### src/rtl/sdrc_req_arb.sv
// Round-robin merge of NCH application request ports onto the single sdrc_core
// app port; owner FIFOs steer write beats and read returns back to their issuer.
module sdrc_req_arb #(
  parameter int NCH    = 4,
  parameter int APP_AW = 26,
  parameter int bl     = 9,
  parameter int dw     = 32,
  parameter int OD     = 4
) (
  input  logic                    sdram_clk,
  input  logic                    resetn,
  input  logic [NCH-1:0]          ch_req,
  input  logic [NCH*APP_AW-1:0]   ch_req_addr,
  input  logic [NCH*bl-1:0]       ch_req_len,
  input  logic [NCH-1:0]          ch_req_wr_n,
  output logic [NCH-1:0]          ch_req_ack,
  input  logic [NCH*dw-1:0]       ch_wr_data,
  input  logic [NCH*(dw/8)-1:0]   ch_wr_en_n,
  output logic [NCH-1:0]          ch_wr_next,
  output logic [NCH-1:0]          ch_rd_valid,
  output logic [NCH-1:0]          ch_last_rd,
  output logic [dw-1:0]           ch_rd_data,
  output logic                    app_req,
  output logic [APP_AW-1:0]       app_req_addr,
  output logic [bl-1:0]           app_req_len,
  output logic                    app_req_wr_n,
  input  logic                    app_req_ack,
  output logic [dw-1:0]           app_wr_data,
  output logic [(dw/8)-1:0]       app_wr_en_n,
  input  logic                    app_wr_next_req,
  input  logic [dw-1:0]           app_rd_data,
  input  logic                    app_rd_valid,
  input  logic                    app_last_rd,
  output logic                    arb_err
);

  localparam int GW = (NCH > 1) ? $clog2(NCH) : 1;
  localparam int AW = $clog2(OD);
  localparam int PW = AW + 1;
  localparam int BW = dw / 8;

  typedef enum logic [0:0] {ST_IDLE = 1'b0, ST_ISSUE = 1'b1} state_t;

  state_t            state_r, state_nxt_s;
  logic [GW-1:0]     last_grant_r, gnt_r, pick_s, cand_s;
  logic              found_s, grant_s, issue_ack_s;
  logic [NCH-1:0]    elig_s, ch_req_ack_r;
  logic              app_req_r, app_req_wr_n_r;
  logic [APP_AW-1:0] app_req_addr_r;
  logic [bl-1:0]     app_req_len_r;

  logic [GW-1:0]     wf_id_r  [OD];
  logic [bl-1:0]     wf_len_r [OD];
  logic [PW-1:0]     wf_wp_r, wf_rp_r;
  logic [GW-1:0]     rf_id_r  [OD];
  logic [PW-1:0]     rf_wp_r, rf_rp_r;
  logic              wf_empty_s, wf_full_s, rf_empty_s, rf_full_s;
  logic              wf_push_s, wf_pop_s, rf_push_s, rf_pop_s;
  logic [GW-1:0]     wf_head_id_s, rf_head_id_s;
  logic [bl-1:0]     wf_head_len_s, beat_cnt_r;
  logic              wr_hit_s, rd_hit_s, err_s, arb_err_r;

  function automatic logic [NCH-1:0] onehot(input logic [GW-1:0] idx);
    logic [NCH-1:0] v;
    v      = {NCH{1'b0}};
    v[idx] = 1'b1;
    return v;
  endfunction

  // Pointers carry one extra wrap bit so full and empty are distinguishable.
  assign wf_empty_s    = (wf_wp_r == wf_rp_r);
  assign wf_full_s     = (wf_wp_r[AW] != wf_rp_r[AW]) && (wf_wp_r[AW-1:0] == wf_rp_r[AW-1:0]);
  assign rf_empty_s    = (rf_wp_r == rf_rp_r);
  assign rf_full_s     = (rf_wp_r[AW] != rf_rp_r[AW]) && (rf_wp_r[AW-1:0] == rf_rp_r[AW-1:0]);
  assign wf_head_id_s  = wf_id_r[wf_rp_r[AW-1:0]];
  assign wf_head_len_s = wf_len_r[wf_rp_r[AW-1:0]];
  assign rf_head_id_s  = rf_id_r[rf_rp_r[AW-1:0]];

  assign issue_ack_s = (state_r == ST_ISSUE) && app_req_ack;
  assign grant_s     = (state_r == ST_IDLE) && found_s;
  assign wf_push_s   = issue_ack_s && !app_req_wr_n_r;
  assign rf_push_s   = issue_ack_s && app_req_wr_n_r;
  assign wr_hit_s    = app_wr_next_req && !wf_empty_s;
  assign rd_hit_s    = app_rd_valid && !rf_empty_s;
  assign wf_pop_s    = wr_hit_s && ((beat_cnt_r + {{(bl-1){1'b0}}, 1'b1}) == wf_head_len_s);
  assign rf_pop_s    = rd_hit_s && app_last_rd;
  assign err_s       = (app_wr_next_req && wf_empty_s) || (app_rd_valid && rf_empty_s);

  // Eligibility: requesting and the direction's owner FIFO has room. The
  // cycle the ack pulse is out the acked channel still shows its old request.
  always_comb begin
    elig_s = {NCH{1'b0}};
    for (int i = 0; i < NCH; i++) begin
      if (ch_req_wr_n[i]) begin
        elig_s[i] = ch_req[i] && !rf_full_s && (ch_req_ack_r == {NCH{1'b0}});
      end else begin
        elig_s[i] = ch_req[i] && !wf_full_s && (ch_req_ack_r == {NCH{1'b0}});
      end
    end
  end

  // Round-robin search starting one past the last acknowledged channel.
  always_comb begin
    found_s = 1'b0;
    pick_s  = {GW{1'b0}};
    cand_s  = {GW{1'b0}};
    for (int k = 1; k <= NCH; k++) begin
      cand_s = GW'((int'(last_grant_r) + k) % NCH);
      if (!found_s && elig_s[cand_s]) begin
        found_s = 1'b1;
        pick_s  = cand_s;
      end else begin
        found_s = found_s;
      end
    end
  end

  // FSM next-state.
  always_comb begin
    state_nxt_s = state_r;
    case (state_r)
      ST_IDLE: begin
        if (found_s) state_nxt_s = ST_ISSUE;
        else         state_nxt_s = ST_IDLE;
      end
      ST_ISSUE: begin
        if (app_req_ack) state_nxt_s = ST_IDLE;
        else             state_nxt_s = ST_ISSUE;
      end
      default: state_nxt_s = ST_IDLE;
    endcase
  end

  // FSM state, latched request fields, ack pulse and round-robin pointer.
  always_ff @(posedge sdram_clk or negedge resetn) begin
    if (!resetn) begin
      state_r        <= ST_IDLE;
      gnt_r          <= {GW{1'b0}};
      last_grant_r   <= GW'(NCH - 1);
      app_req_r      <= 1'b0;
      app_req_addr_r <= {APP_AW{1'b0}};
      app_req_len_r  <= {bl{1'b0}};
      app_req_wr_n_r <= 1'b1;
      ch_req_ack_r   <= {NCH{1'b0}};
    end else begin
      state_r      <= state_nxt_s;
      ch_req_ack_r <= {NCH{1'b0}};
      if (grant_s) begin
        gnt_r          <= pick_s;
        app_req_r      <= 1'b1;
        app_req_addr_r <= ch_req_addr[int'(pick_s)*APP_AW +: APP_AW];
        app_req_len_r  <= ch_req_len[int'(pick_s)*bl +: bl];
        app_req_wr_n_r <= ch_req_wr_n[pick_s];
      end
      if (issue_ack_s) begin
        app_req_r    <= 1'b0;
        ch_req_ack_r <= onehot(gnt_r);
        last_grant_r <= gnt_r;
      end
    end
  end

  // Write owner FIFO: {channel, burst length} per accepted write.
  always_ff @(posedge sdram_clk or negedge resetn) begin
    if (!resetn) begin
      wf_wp_r <= {PW{1'b0}};
      wf_rp_r <= {PW{1'b0}};
      for (int j = 0; j < OD; j++) begin
        wf_id_r[j]  <= {GW{1'b0}};
        wf_len_r[j] <= {bl{1'b0}};
      end
    end else begin
      if (wf_push_s) begin
        wf_id_r[wf_wp_r[AW-1:0]]  <= gnt_r;
        wf_len_r[wf_wp_r[AW-1:0]] <= app_req_len_r;
        wf_wp_r                   <= wf_wp_r + {{(PW-1){1'b0}}, 1'b1};
      end
      if (wf_pop_s) wf_rp_r <= wf_rp_r + {{(PW-1){1'b0}}, 1'b1};
    end
  end

  // Read owner FIFO: channel per accepted read; popped by the last beat.
  always_ff @(posedge sdram_clk or negedge resetn) begin
    if (!resetn) begin
      rf_wp_r <= {PW{1'b0}};
      rf_rp_r <= {PW{1'b0}};
      for (int j = 0; j < OD; j++) rf_id_r[j] <= {GW{1'b0}};
    end else begin
      if (rf_push_s) begin
        rf_id_r[rf_wp_r[AW-1:0]] <= gnt_r;
        rf_wp_r                  <= rf_wp_r + {{(PW-1){1'b0}}, 1'b1};
      end
      if (rf_pop_s) rf_rp_r <= rf_rp_r + {{(PW-1){1'b0}}, 1'b1};
    end
  end

  // Write beat counter and sticky routing error.
  always_ff @(posedge sdram_clk or negedge resetn) begin
    if (!resetn) begin
      beat_cnt_r <= {bl{1'b0}};
      arb_err_r  <= 1'b0;
    end else begin
      if (wf_pop_s)      beat_cnt_r <= {bl{1'b0}};
      else if (wr_hit_s) beat_cnt_r <= beat_cnt_r + {{(bl-1){1'b0}}, 1'b1};
      if (err_s) arb_err_r <= 1'b1;
    end
  end

  // Zero-latency steering of core data strobes to the owning channel.
  always_comb begin
    app_wr_data = {dw{1'b0}};
    app_wr_en_n = {BW{1'b1}};
    ch_wr_next  = {NCH{1'b0}};
    ch_rd_valid = {NCH{1'b0}};
    ch_last_rd  = {NCH{1'b0}};
    if (!wf_empty_s) begin
      app_wr_data = ch_wr_data[int'(wf_head_id_s)*dw +: dw];
      app_wr_en_n = ch_wr_en_n[int'(wf_head_id_s)*BW +: BW];
    end else begin
      app_wr_data = {dw{1'b0}};
      app_wr_en_n = {BW{1'b1}};
    end
    if (wr_hit_s) ch_wr_next = onehot(wf_head_id_s);
    else          ch_wr_next = {NCH{1'b0}};
    if (rd_hit_s) begin
      ch_rd_valid = onehot(rf_head_id_s);
      ch_last_rd  = app_last_rd ? onehot(rf_head_id_s) : {NCH{1'b0}};
    end else begin
      ch_rd_valid = {NCH{1'b0}};
      ch_last_rd  = {NCH{1'b0}};
    end
  end

  assign ch_rd_data   = app_rd_data;
  assign ch_req_ack   = ch_req_ack_r;
  assign app_req      = app_req_r;
  assign app_req_addr = app_req_addr_r;
  assign app_req_len  = app_req_len_r;
  assign app_req_wr_n = app_req_wr_n_r;
  assign arb_err      = arb_err_r;

endmodule

### config.mk
export PLATFORM = sky130hd
export DESIGN_NAME = sdrc_req_arb
export DESIGN_NICKNAME = d
export VERILOG_FILES = /design/src/rtl/sdrc_req_arb.sv
export SDC_FILE = /design/constraint.sdc
export NUM_CORES = 1
export LEC_CHECK = 0
export ABC_CLOCK_PERIOD_IN_PS = 2950
export BUFFER_PORTS_ARGS = -buffer_cell sky130_fd_sc_hd__clkbuf_2
export CORE_AREA = 2 2 174 176
export DETAILED_ROUTE_END_ITERATION = 12
export DIE_AREA = 0 0 176 178
export GPL_TIMING_DRIVEN = 0
export REMOVE_ABC_BUFFERS = 1
export SLEW_MARGIN = 0
export SYNTH_ARGS = -nofsm -noshare
export SYNTH_HDL_FRONTEND = slang
export SYNTH_SLANG_ARGS = --single-unit
### constraint.sdc
create_clock -name sdram_clk -period 2.95 [get_ports sdram_clk]
set_input_delay 0.4425 -clock sdram_clk [delete_from_list [all_inputs] [get_ports sdram_clk]]
set_output_delay 0.4425 -clock sdram_clk [all_outputs]
set_load 0.01 [all_outputs]
==> results by group <==
Setup path
  – CP required: 2.51 ns
  – CP Capture Type: primary output
  – CP Class: flip-flop to primary output
  – Worst Setup SP: wf_rp_r[0]
  – RR Startpoint: wf_rp_r[0]
  – Crit path launch type: flip-flop
  – CP arrival: 2.61 ns
  – CP max FO: 11

Drt
  – Met3 wire length: 2030 um
  – Drt first-iter violations: 323
  – Wl on met1: 11000 um
  – Via count: 7196
  – Highest metal used: met4
  – Met2 routed WL: 15900 um
  – Routed vias/inst: 4.87
  – Avg WL per Cell: 19.9 um
  – Total Routed Length: 29400 um
  – ANT nets after route: 0
  – Drt pass-1 iters: 4
  – # DRC: 0

Power
  – Int Power: 9070 uW
  – P_sw: 6200 uW
  – P_leak: 0.00547 uW
  – Net Sw Frac: 40.6%
  – Register share of total power: 21.3%
  – Pwr Density: 1340 nW/um^2
  – Combinational power share: 63.7%
  – Peak supply drop: 757 uV
  – Clk pwr share: 15.1%

Yosys
  – Post-synthesis area per instance: 11.3 sq um
  – Synthesized cell area: 7840 sq um
  – Cell variety after synth: 49
  – Cells after Synth: 692
  – YS warnings: 0
  – Sequential share of the synthesized area: 38.4%
  – Seq cells post-synth: 120
  – Number of synthesized flops with an enable pin: 0
  – Fraction of registers with async set or reset after synthesis: 100%
  – Post-synth top flop: dfrtp_1

STA
  – Worst slew pin tran: 0.635 ns
  – Pins Over Slew Limit: 0
  – Tcrit/Tclk final: 104%
  – Setup violators final: 35
  – Worst hold slack: 0.299 ns
  – Fin. Hold Viols: 0
  – RSZ-0062 raised after global routing: true
  – Slew margin rel.: 57.5%
  – Final min period: 3.05 ns
  – Setup WS post-layout: -0.104 ns
  – Fmax: 0.327 GHz
  – Worst clock skew: 0.0121 ns

GRT
  – Gr ovfl total: 0
  – Vias in the first global route: 7333
  – Largest net degree at the start of global routing: 93
  – Initial antenna violation count: 3
  – First-pass GRT wire length: 43200 um
  – GRT Overall Usage: 18.7%

Floorplan
  – Die area: 31300 sq um
  – Die W: 176 um
  – Row cnt: 63
  – CORE AREA: 29400 sq um
  – Die height: 178 um
  – I/O pins: 452
  – Initial Util: 26.7%

Placed design
  – Detailed Place HPWL: 20800 um
  – Dpl ws: -1.27 ns
  – Port bufs: 387
  – GP Congestion: 0.814

Layout
  – Commonest non-fill, non-tap cell in the layout: clkbuf_2
  – Area delta synth->final: 45.3%
  – Most frequent cells in the layout: 383 x clkbuf_2, 114 x dfrtp_1, 78 x mux2i_1
  – # nets final: 1413
  – Share of cells above drive strength 1: 55.3%

Clock tree
  – CTS sink cnt: 120
  – Clk root buf: clkbuf_16
  – Clk slew on worst S/H paths: 0.05 ns
  – TritonCTS clock tree: done
  – Num CTS Buffers: 17
  – Worst-skew pair later-pin latency: 0.41 ns
  – Clk buf depth: 2
  – H-tree depth: 4

Run status
  – Violations in the final reports: setup timing
  – Status: finished with violations

Min path
  – Hold Crit Class: input port to flip-flop
  – Hold path start: app_req_ack

Flow run
  – # Max-Cap Violations: 0
==> layout make-up <==
cell class	count	area, sq um
Multi-Input combinational cell	494	4710
Clock inverter	8	165
Tap cell	390	488
Inverter	10	37.5
Timing Repair Buffer	429	2470
Clock buffer	24	492
Antenna cell	3	7.51
Fill cell	2901	18000
Sequential cell	120	3020
==> cell families after synthesis <==
logic type               Yosys count  synth area share [%]
AND/OR/NAND/NOR                  190                  11.8
multiplexers                     175                  30.4
flip-flops                       120                  38.4
AO/OA/AOI/OAI                     89                  8.41
buffers and inverters             87                  6.66
XOR/XNOR                          20                  2.68
adder cells (fa/ha/maj)           11                  1.76
==> worst paths after layout <==
kind	endpoint	slack (ns)	cells after the start
worst max register to register	wf_rp_r[1]	-0.03	8
worst min register to register	rf_id_r[2]	0.49	2
min in group asynchronous	app_req_addr[18]	0.47	2
worst max-delay path	app_wr_data[1]	-0.10	6
max in group asynchronous	wf_rp_r[0]	1.73	3
worst min-delay path	last_grant_r[0]	0.30	3
==> registers in the layout (all words and copies together), names as in the netlist, 4 cells and up <==
name	cells
app_req_addr	26
app_req_len	9
beat_cnt_r	9
ch_req_ack	4
rf_id_r	8
wf_id_r	8
wf_len_r	36
==> Yosys cell counts, types with 2 or more instances <==
cell type | count | area (sq um)
or4b_1 | 2 | 20.0
a211o_1 | 2 | 17.5
xor2_1 | 7 | 61.3
a21oi_1 | 8 | 40.0
buf_2 | 12 | 60.1
a31oi_1 | 2 | 12.5
a221oi_2 | 2 | 30.0
o21a_1 | 2 | 15.0
and3_1 | 3 | 18.8
and2_1 | 37 | 231
nand2_1 | 52 | 195
o21ai_1 | 8 | 40.0
o21ai_0 | 17 | 85.1
inv_1 | 10 | 37.5
mux2i_1 | 78 | 781
mux4_2 | 45 | 1010
nor4_1 | 2 | 12.5
buf_6 | 6 | 67.6
dfstp_2 | 3 | 78.8
nand2b_1 | 2 | 12.5
nand3_1 | 8 | 40.0
or3b_1 | 2 | 17.5
nand3b_1 | 2 | 15.0
buf_4 | 36 | 270
dfrtp_1 | 117 | 2930
nor3_1 | 11 | 55.1
xnor2_1 | 10 | 87.6
nor2b_1 | 2 | 12.5
a221oi_1 | 37 | 324
clkbuf_1 | 21 | 78.8
a22oi_1 | 2 | 15.0
a22o_1 | 2 | 17.5
mux2_2 | 50 | 563
buf_1 | 2 | 7.51
ha_1 | 11 | 138
xnor3_1 | 2 | 45.0
a21o_1 | 2 | 15.0
nor3b_1 | 3 | 22.5
mux2_1 | 2 | 22.5
nor2_1 | 61 | 229
==> critical path, stage by stage, from the launching register on <==
cell and delay, ns:
dfrtp_4 0.50, buf_4 0.15, mux4_4 0.57, buf_12 0.19
mux4_2 0.49, and2_4 0.18, clkbuf_2 0.12
==> layer usage <==
layer	GRT usage (%)	up-vias
li1	-	3324
met1	20.4	3478
met2	35.7	370
met3	4.07	24
met4	5.96	0
met5	0.481	-
==> metrics by stage <==
step / instance area, sq um / power [uW] / instances / util [%] / setup TNS (ns)
after floorplan: 7350 / 8110 / 615 / - / -176.22
after global placement: 9780 / 10300 / 1392 / 33.3 / -330.58
after detailed placement: 9930 / 11400 / 1397 / 33.8 / -83.64
after CTS: 11200 / 15200 / 1467 / 38.2 / -1.16
after global routing: 11400 / 16300 / 1477 / 38.7 / -4.06
final: 11400 / 15300 / 1478 / 38.7 / -1.18
==> power by group through the flow <==
stage	Combinational (uW)	Sequential, uW	Clock (uW)
after global routing	10500	3380	2430
after global placement	7130	3200	0
after floorplan	5020	3090	0
after CTS	9530	3260	2370
after detailed placement	8200	3210	0
final	9730	3250	2300
==> repair_timing <==
action	CTS	global route
endpoints found under the hold margin	28	0
gates resized for setup	36	26
buffers inserted	27	8
pin swaps	4	6
cloned	10	1
setup endpoints to repair	90	80
hold buffers	1	0
(Power assumes the default switching activity.)
